[src/rtl/vga_pkg.sv]
// Shared VGA constants and the RGB332 to 4:4:4 colour expansion used by the
// sync generator and the pixel fetch stage.
package vga_pkg;

  localparam int ACT_W    = 120;
  localparam int ACT_H    = 160;
  localparam int FB_DEPTH = ACT_W * ACT_H;

  typedef struct packed {
    logic [3:0] r;
    logic [3:0] g;
    logic [3:0] b;
  } rgb444_t;

  // Replicate the MSBs so full-scale RGB332 maps to full-scale 4-bit pins.
  function automatic rgb444_t rgb332_to_444(input logic [7:0] d);
    rgb444_t c;
    c.r = {d[7:5], d[7]};
    c.g = {d[4:2], d[4]};
    c.b = {d[1:0], d[1:0]};
    return c;
  endfunction

endpackage

[src/rtl/vga_delay_line.sv]
// Fixed-depth shift register with synchronous reset; keeps sync and blank
// flags aligned with the framebuffer read latency.
module vga_delay_line #(
  parameter int DEPTH = 3,
  parameter int WIDTH = 1
) (
  input  logic             clk,
  input  logic             rst,
  input  logic [WIDTH-1:0] i_d,
  output logic [WIDTH-1:0] o_q
);

  logic [WIDTH-1:0] r_stage [DEPTH];

  // NOTE: every stage is reset, not just the output, so a mid-frame reset
  // cannot release stale sync or strobe bits a few cycles later.
  always_ff @(posedge clk) begin
    if (rst) begin
      for (int i = 0; i < DEPTH; i++) r_stage[i] <= '0;
    end else begin
      r_stage[0] <= i_d;
      for (int i = 1; i < DEPTH; i++) r_stage[i] <= r_stage[i-1];
    end
  end

  assign o_q = r_stage[DEPTH-1];

endmodule

[src/rtl/vga_pixel_fetch.sv]
// Turns sync-generator timing into framebuffer reads, expands RGB332 to the
// 4:4:4 VGA pins and owns front/back buffer selection.
module vga_pixel_fetch #(
  parameter int ACT_W = vga_pkg::ACT_W,
  parameter int ACT_H = vga_pkg::ACT_H,
  parameter int OFS_W = 15
) (
  input  logic             clk,
  input  logic             rst,
  input  logic             px_clk,
  input  logic             hsync_in,
  input  logic             vsync_in,
  input  logic             inframe,
  input  logic             newframe,
  input  logic             swap_req,
  output logic             swap_ack,
  output logic             front,
  output logic             fb_rd_en,
  output logic [OFS_W:0]   fb_addr,
  input  logic [7:0]       fb_rd_data,
  output logic [3:0]       vga_r,
  output logic [3:0]       vga_g,
  output logic [3:0]       vga_b,
  output logic             vga_hs,
  output logic             vga_vs,
  output logic             overrun
);

  import vga_pkg::*;

  localparam int               DEPTH    = ACT_W * ACT_H;
  localparam logic [OFS_W-1:0] LAST_OFS = OFS_W'(DEPTH - 1);

  logic             r_px_clk_q;
  logic             r_newframe_q;
  logic [OFS_W-1:0] r_ofs;
  logic             r_last_issued;
  logic             r_pending;
  logic             r_front;
  logic             r_swap_ack;
  logic             r_fb_rd_en;
  logic [OFS_W:0]   r_fb_addr;
  logic             r_overrun;
  rgb444_t          r_rgb;

  logic             w_px_en;
  logic             w_nf_rise;
  logic             w_fetch;
  logic [OFS_W-1:0] w_fetch_ofs;
  logic [1:0]       w_strobe_d;
  logic [1:0]       w_sync_d;

  assign w_px_en     = px_clk & ~r_px_clk_q;
  assign w_nf_rise   = newframe & ~r_newframe_q;
  assign w_fetch     = w_px_en & inframe;
  // A frame restart in the same cycle as a fetch reads address 0.
  assign w_fetch_ofs = w_nf_rise ? '0 : r_ofs;

  // NOTE: all state here uses non-blocking assignments so the later clear
  // and increment branches see the same pre-edge values of r_ofs.
  always_ff @(posedge clk) begin
    if (rst) begin
      r_px_clk_q    <= 1'b0;
      r_newframe_q  <= 1'b0;
      r_ofs         <= '0;
      r_last_issued <= 1'b0;
      r_fb_rd_en    <= 1'b0;
      r_fb_addr     <= '0;
      r_overrun     <= 1'b0;
    end else begin
      r_px_clk_q   <= px_clk;
      r_newframe_q <= newframe;
      r_fb_rd_en   <= w_fetch;
      if (w_nf_rise) begin
        r_ofs         <= '0;
        r_last_issued <= 1'b0;
      end
      if (w_fetch) begin
        r_fb_addr <= {r_front, w_fetch_ofs};
        if (w_fetch_ofs == LAST_OFS) begin
          // The last pixel may be read once; any further read is an overrun.
          if (r_last_issued && !w_nf_rise) r_overrun <= 1'b1;
          r_last_issued <= 1'b1;
        end else if (!w_nf_rise) begin
          r_ofs <= r_ofs + 1'b1;
        end
      end
    end
  end

  always_ff @(posedge clk) begin
    if (rst) begin
      r_front    <= 1'b0;
      r_pending  <= 1'b0;
      r_swap_ack <= 1'b0;
    end else begin
      r_swap_ack <= 1'b0;
      if (w_nf_rise && (r_pending || swap_req)) begin
        r_front    <= ~r_front;
        r_pending  <= 1'b0;
        r_swap_ack <= 1'b1;
      end else if (swap_req) begin
        r_pending <= 1'b1;
      end
    end
  end

  vga_delay_line #(.DEPTH(3), .WIDTH(2)) u_sync_delay (
    .clk (clk),
    .rst (rst),
    .i_d ({hsync_in, vsync_in}),
    .o_q (w_sync_d)
  );

  // Bit 1 marks a pixel slot, bit 0 says a read was issued in that slot.
  vga_delay_line #(.DEPTH(2), .WIDTH(2)) u_blank_delay (
    .clk (clk),
    .rst (rst),
    .i_d ({w_px_en, w_fetch}),
    .o_q (w_strobe_d)
  );

  always_ff @(posedge clk) begin
    if (rst) begin
      r_rgb <= '0;
    end else if (w_strobe_d[1]) begin
      r_rgb <= w_strobe_d[0] ? rgb332_to_444(fb_rd_data) : '0;
    end
  end

  assign swap_ack = r_swap_ack;
  assign front    = r_front;
  assign fb_rd_en = r_fb_rd_en;
  assign fb_addr  = r_fb_addr;
  assign overrun  = r_overrun;
  assign vga_r    = r_rgb.r;
  assign vga_g    = r_rgb.g;
  assign vga_b    = r_rgb.b;
  assign vga_hs   = w_sync_d[1];
  assign vga_vs   = w_sync_d[0];

endmodule

[config.mk]
export PLATFORM = sky130hd
export DESIGN_NAME = vga_pixel_fetch
export DESIGN_NICKNAME = d
export VERILOG_FILES = /design/src/rtl/vga_pkg.sv /design/src/rtl/vga_delay_line.sv /design/src/rtl/vga_pixel_fetch.sv
export SDC_FILE = /design/constraint.sdc
export NUM_CORES = 1
export LEC_CHECK = 0
export BUFFER_PORTS_ARGS = -buffer_cell sky130_fd_sc_hd__clkbuf_2
export CAP_MARGIN = 20
export CORE_ASPECT_RATIO = 2
export CORE_MARGIN = 5
export CORE_UTILIZATION = 35
export DETAILED_ROUTE_END_ITERATION = 6
export PLACE_DENSITY = 0.69
export SYNTH_ARGS = -nofsm -noshare
export SYNTH_HDL_FRONTEND = slang
export SYNTH_SLANG_ARGS = --single-unit
[constraint.sdc]
create_clock -name clk -period 1.6 [get_ports clk]
set_input_delay 0.08 -clock clk [delete_from_list [all_inputs] [get_ports clk]]
set_output_delay 0.08 -clock clk [all_outputs]
set_load 0.01 [all_outputs]
==> summary.txt, run 1 <==
Worst setup path
  – Slowest-stage cell, CP: or4_1
  – Critical path required time: 1.83 ns
  – CP Capture Type: flop
  – Crit Path Class: reg2reg
  – Critical Path AT: 1.88 ns
  – Critical path, cell by cell: nand3b_1 > nor3_1 > nand2_1 > or4_1 > nand2_1
  – CP Max Fanout: 6
  – Worst Reg-to-Reg Cells: 5
  – Max stage delay on crit path: 0.40 ns
  – CP startpoint kind: flop
  – Top cell by count, worst path: nand2_1

Synthesis
  – Share of flip-flops with an asynchronous set or reset: 0%
  – Syn_nets: 259
  – Synth Instances: 242
  – Mean post-synth cell area: 8.882 um2
  – Post-synthesis cell area: 0.002150 mm2
  – Post-synthesis sequential area ratio: 52.15%
  – Synth warnings: 0
  – EDFF count, synth: 0
  – Yosys cell types: 32
  – Synth Register Bits: 56
  – Main synth FF type: dfxtp_1

Routing
  – Initial DRC count: 114
  – DRC violations left: 0
  – Vias per std cell: 4.966
  – TritonRoute pass-1 iters: 4
  – Detail Route Antenna Nets: 0
  – Vias post-DR: 1882
  – Routed WL: 4931 um
  – WL/cell: 13.01 um

Timing
  – Final worst slack: -0.04938 ns
  – Setup Viol. Count Final: 2
  – Worst-Margin Slew: 0.4165 ns
  – Min Tclk post-route: 1.649 ns
  – Fin crit share: 103.1%
  – Max-slew violations: 0
  – Setup TNS: -0.05473 ns
  – Final hold vios: 0
  – Slew HR: 72.24%
  – RSZ-0062 raised after global routing: true
  – FMAX: 0.6063 GHz
  – Hold_ws: 0.01608 ns
  – Final worst clock skew: 0.01072 ns

GRT
  – Overall routing resource usage: 13.49%
  – Initial antenna violation count: 0
  – Grt total ovfl: 0
  – Vias in the first global route: 1840
  – First-pass GRT wire length: 8328 um
  – Largest net degree at the start of global routing: 43

Place
  – Placer congestion estimate: 0.8516
  – Inst Count DP: 366
  – Hpwl dp: 3716 um
  – Dpl cell area: 0.002601 mm2
  – Port Buffer Count: 49

Final layout
  – Nets: 332
  – Ratio of cells with drive above 1 in the final layout: 33.23%
  – Design area: 0.002844 mm2
  – Most frequent cells in the layout: dfxtp_1, clkbuf_2, buf_4
  – Non-Filler Instances: 379
  – Final Util: 47.35%
  – Layout area overhead: 32.31%
  – Most common cell after layout, fill and taps aside: dfxtp_1
  – # diodes: 0

CTS
  – CTS H-tree lvls: 2
  – Worst skew pair latency: 0.30 ns
  – Clk root buf: clkbuf_16
  – CTS Buf Count: 5
  – Clk sink count: 56
  – Largest buffer count on any clock path: 2
  – CTS tree: built
  – CTS clk-pin slew, worst paths: 0.08 ns

Die
  – Die area: 0.007904 mm2
  – Initial Util: 35.79%
  – Die height: 120.8 um
  – Ports: 50
  – Die width: 65.42 um
  – Core area: 0.006006 mm2
  – Cell row count: 40

Run status
  – Outcome: complete, but fails checks
  – Failing checks: negative setup slack

Hold path
  – Hold crit path type: in2reg
  – WHS Path Cells: 3

Power
  – Pwr/cell area: 936.8 mW/mm2
  – Static leakage: 1.193 nW
  – VDD IR-drop max: 0.3604 mV

Run
  – Max-capacitance violation count: 0
-- layer usage --
metal	routed length [um]	vias to the layer above	share of wire, %	track usage (%)
met3	256	7	5.2	2.788
met2	2765	43	56	25.65
met4	129	0	2.6	7.013
met5	0	-	0	0
li1	-	964	-	-
met1	1780	868	36	13.00
-- stage by stage --
stage / power (mW) / setup slack [ns]
floorplan: 1.527 / 0.02834
global placement: 1.587 / 0.001025
detailed placement: 1.591 / -0.03799
CTS: 2.699 / -0.003106
global route: 2.782 / -0.2005
finish: 2.664 / -0.04938
-- state kept, by name, indices dropped and copies added (netlist names), 2 cells and up --
signal / flops
vga_r: 3
u_blank_delay.r_stage: 4
r_ofs: 15
u_sync_delay.r_stage: 6
fb_addr: 16
vga_g: 3
vga_b: 2
-- worst max-delay path: cells and delay by family, from the launching register on --
family / cells / cell delay, ns
simple gates: 5 / 1.25
flops: 1 / 0.33
-- final cells by class --
type,instances,area (um2)
Fill cell,569,3162
Sequential cell,56,1125
Multi-Input combinational cell,168,965.9
Timing Repair Buffer,84,524.3
Clock buffer,5,125.1
Tap cell,63,78.83
Clock inverter,3,25.02
-- synth_stat cells (2+ instances only) --
cell      instances  area (um2)
nor3_1            3       15.01
dfxtp_1          56        1121
nand2_1          29       108.9
nor2b_1          19       118.9
nand2b_1          3       18.77
clkbuf_1         12       45.04
nand3_1          19       95.09
or4_1             2       15.01
or3_1             4       25.02
a21oi_1          30       150.1
buf_6             2       22.52
buf_4             4       30.03
nand4_1           4       25.02
and2_1            2       12.51
and4_1            2       17.52
xor2_1            7       61.31
o211ai_1          6       45.04
o21ai_0           4       20.02
nor2_1           21       78.83
-- where the power goes --
part	switching, mW	internal [mW]
combinational	0.0849	0.0615
clock	0.504	0.592
sequential	0.0100	1.41
-- cell families (layout without fill, tap and decap cells) --
| kind of cell | Yosys count | in the layout | synth area share, % |
|---|---|---|---|
| AO/OA/AOI/OAI | 43 | 43 | 11.35 |
| XOR/XNOR | 7 | 7 | 2.852 |
| adder cells (fa/ha/maj) | 1 | 1 | 0.5820 |
| buffers and inverters | 18 | 92 | 4.540 |
| flip-flops | 56 | 56 | 52.15 |
| AND/OR/NAND/NOR | 117 | 117 | 28.52 |
-- repair_timing --
item	in CTS	in global routing
setup endpoints to repair	3	14
hold buffers	2	0
hold endpoints to repair	2	0
buffers inserted	2	1
pin swaps	0	11
resized for setup	1	15
-- path summary, 6_finish.rpt --
path	slack, ns	end	start
max	-0.05	r_ofs[8]$_SDFF_PP0_	r_px_clk_q$_SDFF_PP0_
min	0.02	vga_g[0]$_SDFFE_PP0P_	fb_rd_data[4]
max reg2reg	-0.05	r_ofs[8]$_SDFF_PP0_	r_px_clk_q$_SDFF_PP0_
min reg2reg	0.43	u_blank_delay.r_stage[0][1]$_SDFF_PP0_	r_px_clk_q$_SDFF_PP0_
Power figures use the tool's default switching activity.
==> run 2: changes to the inputs <==
Settings changed: CTS_BUF_LIST set to sky130_fd_sc_hd__clkbuf_2, PLACE_DENSITY 0.69 to 0.67, SKIP_LAST_GASP set to 1.
Clock period 1.6 ns to 1.9 ns, I/O delays scaled along.
==> run 2 against run 1 <==
- the flow now finishes without violations
- non-clock buffer count fell by 11
- largest cell class unchanged
- final area fell by 7.3%
- largest power group unchanged
- highest routed layer unchanged
- maximum frequency fell by 4.7%
- via count fell by 2.1%
- first-iteration DRC count fell by 44%
- count of clock-buffer cells in the layout rose by 1
==> summary.txt, run 2 (synthesis results as in run 1) <==
Final layout
  – Non-Filler Instances: 369
  – Most common cell after layout, fill and taps aside: dfxtp_1
  – Layout area overhead: 22.70%
  – Most frequent cells in the layout: dfxtp_1, clkbuf_2, a21oi_1
  – Nets: 321
  – Fillers: 593
  – Max reg flops: 16
  – Ratio of cells with drive above 1 in the final layout: 24.26%

Die
  – Core area: 0.006006 mm2
  – Die width: 65.42 um
  – Die height: 120.8 um
  – Initial Util: 35.79%
  – Die area: 0.007904 mm2
  – Ports: 50
  – Cell row count: 40

CTS
  – CTS H-tree lvls: 2
  – Clk root buf: clkbuf_2
  – Worst skew pair latency: 0.47 ns
  – Largest buffer count on any clock path: 2
  – CTS clk-pin slew, worst paths: 0.29 ns
  – Post_cts resized: 0
  – CTS Buf Count: 5
  – Clk sink count: 56
  – CTS tree: built

Routing
  – WL/cell: 13.16 um
  – Routed WL: 4856 um
  – Initial DRC count: 64
  – TritonRoute pass-1 iters: 6
  – Detail Route Antenna Nets: 0
  – DRC violations left: 0
  – Vias post-DR: 1842
  – Vias per std cell: 4.992

Worst setup path
  – Critical path required time: 2.30 ns
  – Slowest-stage cell, CP: or4_4
  – Critical path, cell by cell: nand2b_1 > or4_4 > nor4_4 > buf_4 > o21ai_0 > a21oi_1
  – CP Capture Type: flop
  – CP startpoint kind: flop
  – Crit path buf inv count: 1
  – Max stage delay on crit path: 0.46 ns
  – Critical Path AT: 2.13 ns
  – CP Max Fanout: 14
  – Crit Path Class: reg2reg
  – CP top delay family: simple AND/OR/NAND/NOR gates

Run
  – Max-capacitance violation count: 0

Place
  – Inst Count DP: 347
  – Hpwl dp: 3458 um
  – Placer congestion estimate: 0.8221
  – Port Buffer Count: 49

Timing
  – Min Tclk post-route: 1.730 ns
  – Fin crit share: 91.05%
  – Slew HR: 66.43%
  – Final hold vios: 0
  – Hold_ws: 0.01742 ns
  – Worst-Margin Slew: 0.4998 ns
  – Setup Viol. Count Final: 0
  – Final worst clock skew: 0.03717 ns
  – FMAX: 0.5780 GHz
  – Max-slew violations: 0
  – Setup TNS: 0 ns

Power
  – VDD IR-drop max: 0.3232 mV
  – Pwr/cell area: 681.1 mW/mm2
  – Static leakage: 1.078 nW

Run status
  – Outcome: finished clean

GRT
  – Largest net degree at the start of global routing: 43
  – Initial antenna violation count: 1
  – First-pass GRT wire length: 8238 um
  – Grt total ovfl: 0
  – Vias in the first global route: 1850
  – Overall routing resource usage: 13.20%

Hold path
  – Hold crit path type: in2reg
## run 2: cell type report
cell class              instances  area (um2)  area share, %
repair buffers                 73       457.9          17.36
clock buffers                   6       30.03          1.139
diodes                          1       2.502        0.09488
flip-flops and latches         56        1121          42.50
clock inverters                 2       16.27         0.6167
multi-input cells             168       930.9          35.29
well taps                      63       78.83          2.989
## run 2: where the power goes
part           leakage [nW]  total (mW)  switching (mW)  internal, mW
sequential            0.454        1.20         0.00804          1.20
clock                0.0292       0.466           0.368        0.0981
combinational         0.595       0.127          0.0705        0.0567
total                  1.08        1.80           0.446          1.35
## run 2: what timing repair did
action                                 4_1_cts  5_1_grt
endpoints found under the hold margin       16        0
setup buffers                                0        0
hold buffers                                13        0
## run 2: worst paths after layout
| check | start | end | slack, ns | cells past startpoint |
|---|---|---|---|---|
| max | r_ofs[8]$_SDFF_PP0_ | r_ofs[3]$_SDFF_PP0_ | 0.17 | 6 |
| min | rst | r_ofs[0]$_SDFF_PP0_ | 0.02 | 3 |
| max reg2reg | r_ofs[8]$_SDFF_PP0_ | r_ofs[3]$_SDFF_PP0_ | 0.17 | 6 |
| min reg2reg | r_px_clk_q$_SDFF_PP0_ | u_blank_delay.r_stage[0][1]$_SDFF_PP0_ | 0.45 | 1 |
## run 2: stage by stage
stage               cell area [um2]  total power, mW  util, %  setup slack (ns)
floorplan                      2150            1.285        -            0.2527
global placement               2459            1.332    40.94            0.2343
detailed placement             2459            1.333    40.94            0.1956
CTS                            2635            1.826    43.88            0.1647
global route                   2638            1.878    43.92        -0.0003324
finish                         2638            1.796    43.92            0.1700
## run 2: worst reg2reg max path, stage by stage, from the launching register on
cell and delay [ns]:
dfxtp_1 0.41, nand2b_1 0.15, or4_4 0.46, nor4_4 0.22
buf_4 0.22, o21ai_0 0.10, a21oi_1 0.13
## run 2: layer usage
layer  track usage (%)  share of wire (%)  vias to the layer above
met5                 0                  0                        -
met4             6.364                2.9                        0
met3             2.045                4.4                       11
met2             25.27                 55                       41
met1             13.23                 38                      843
li1                  -                  -                      947
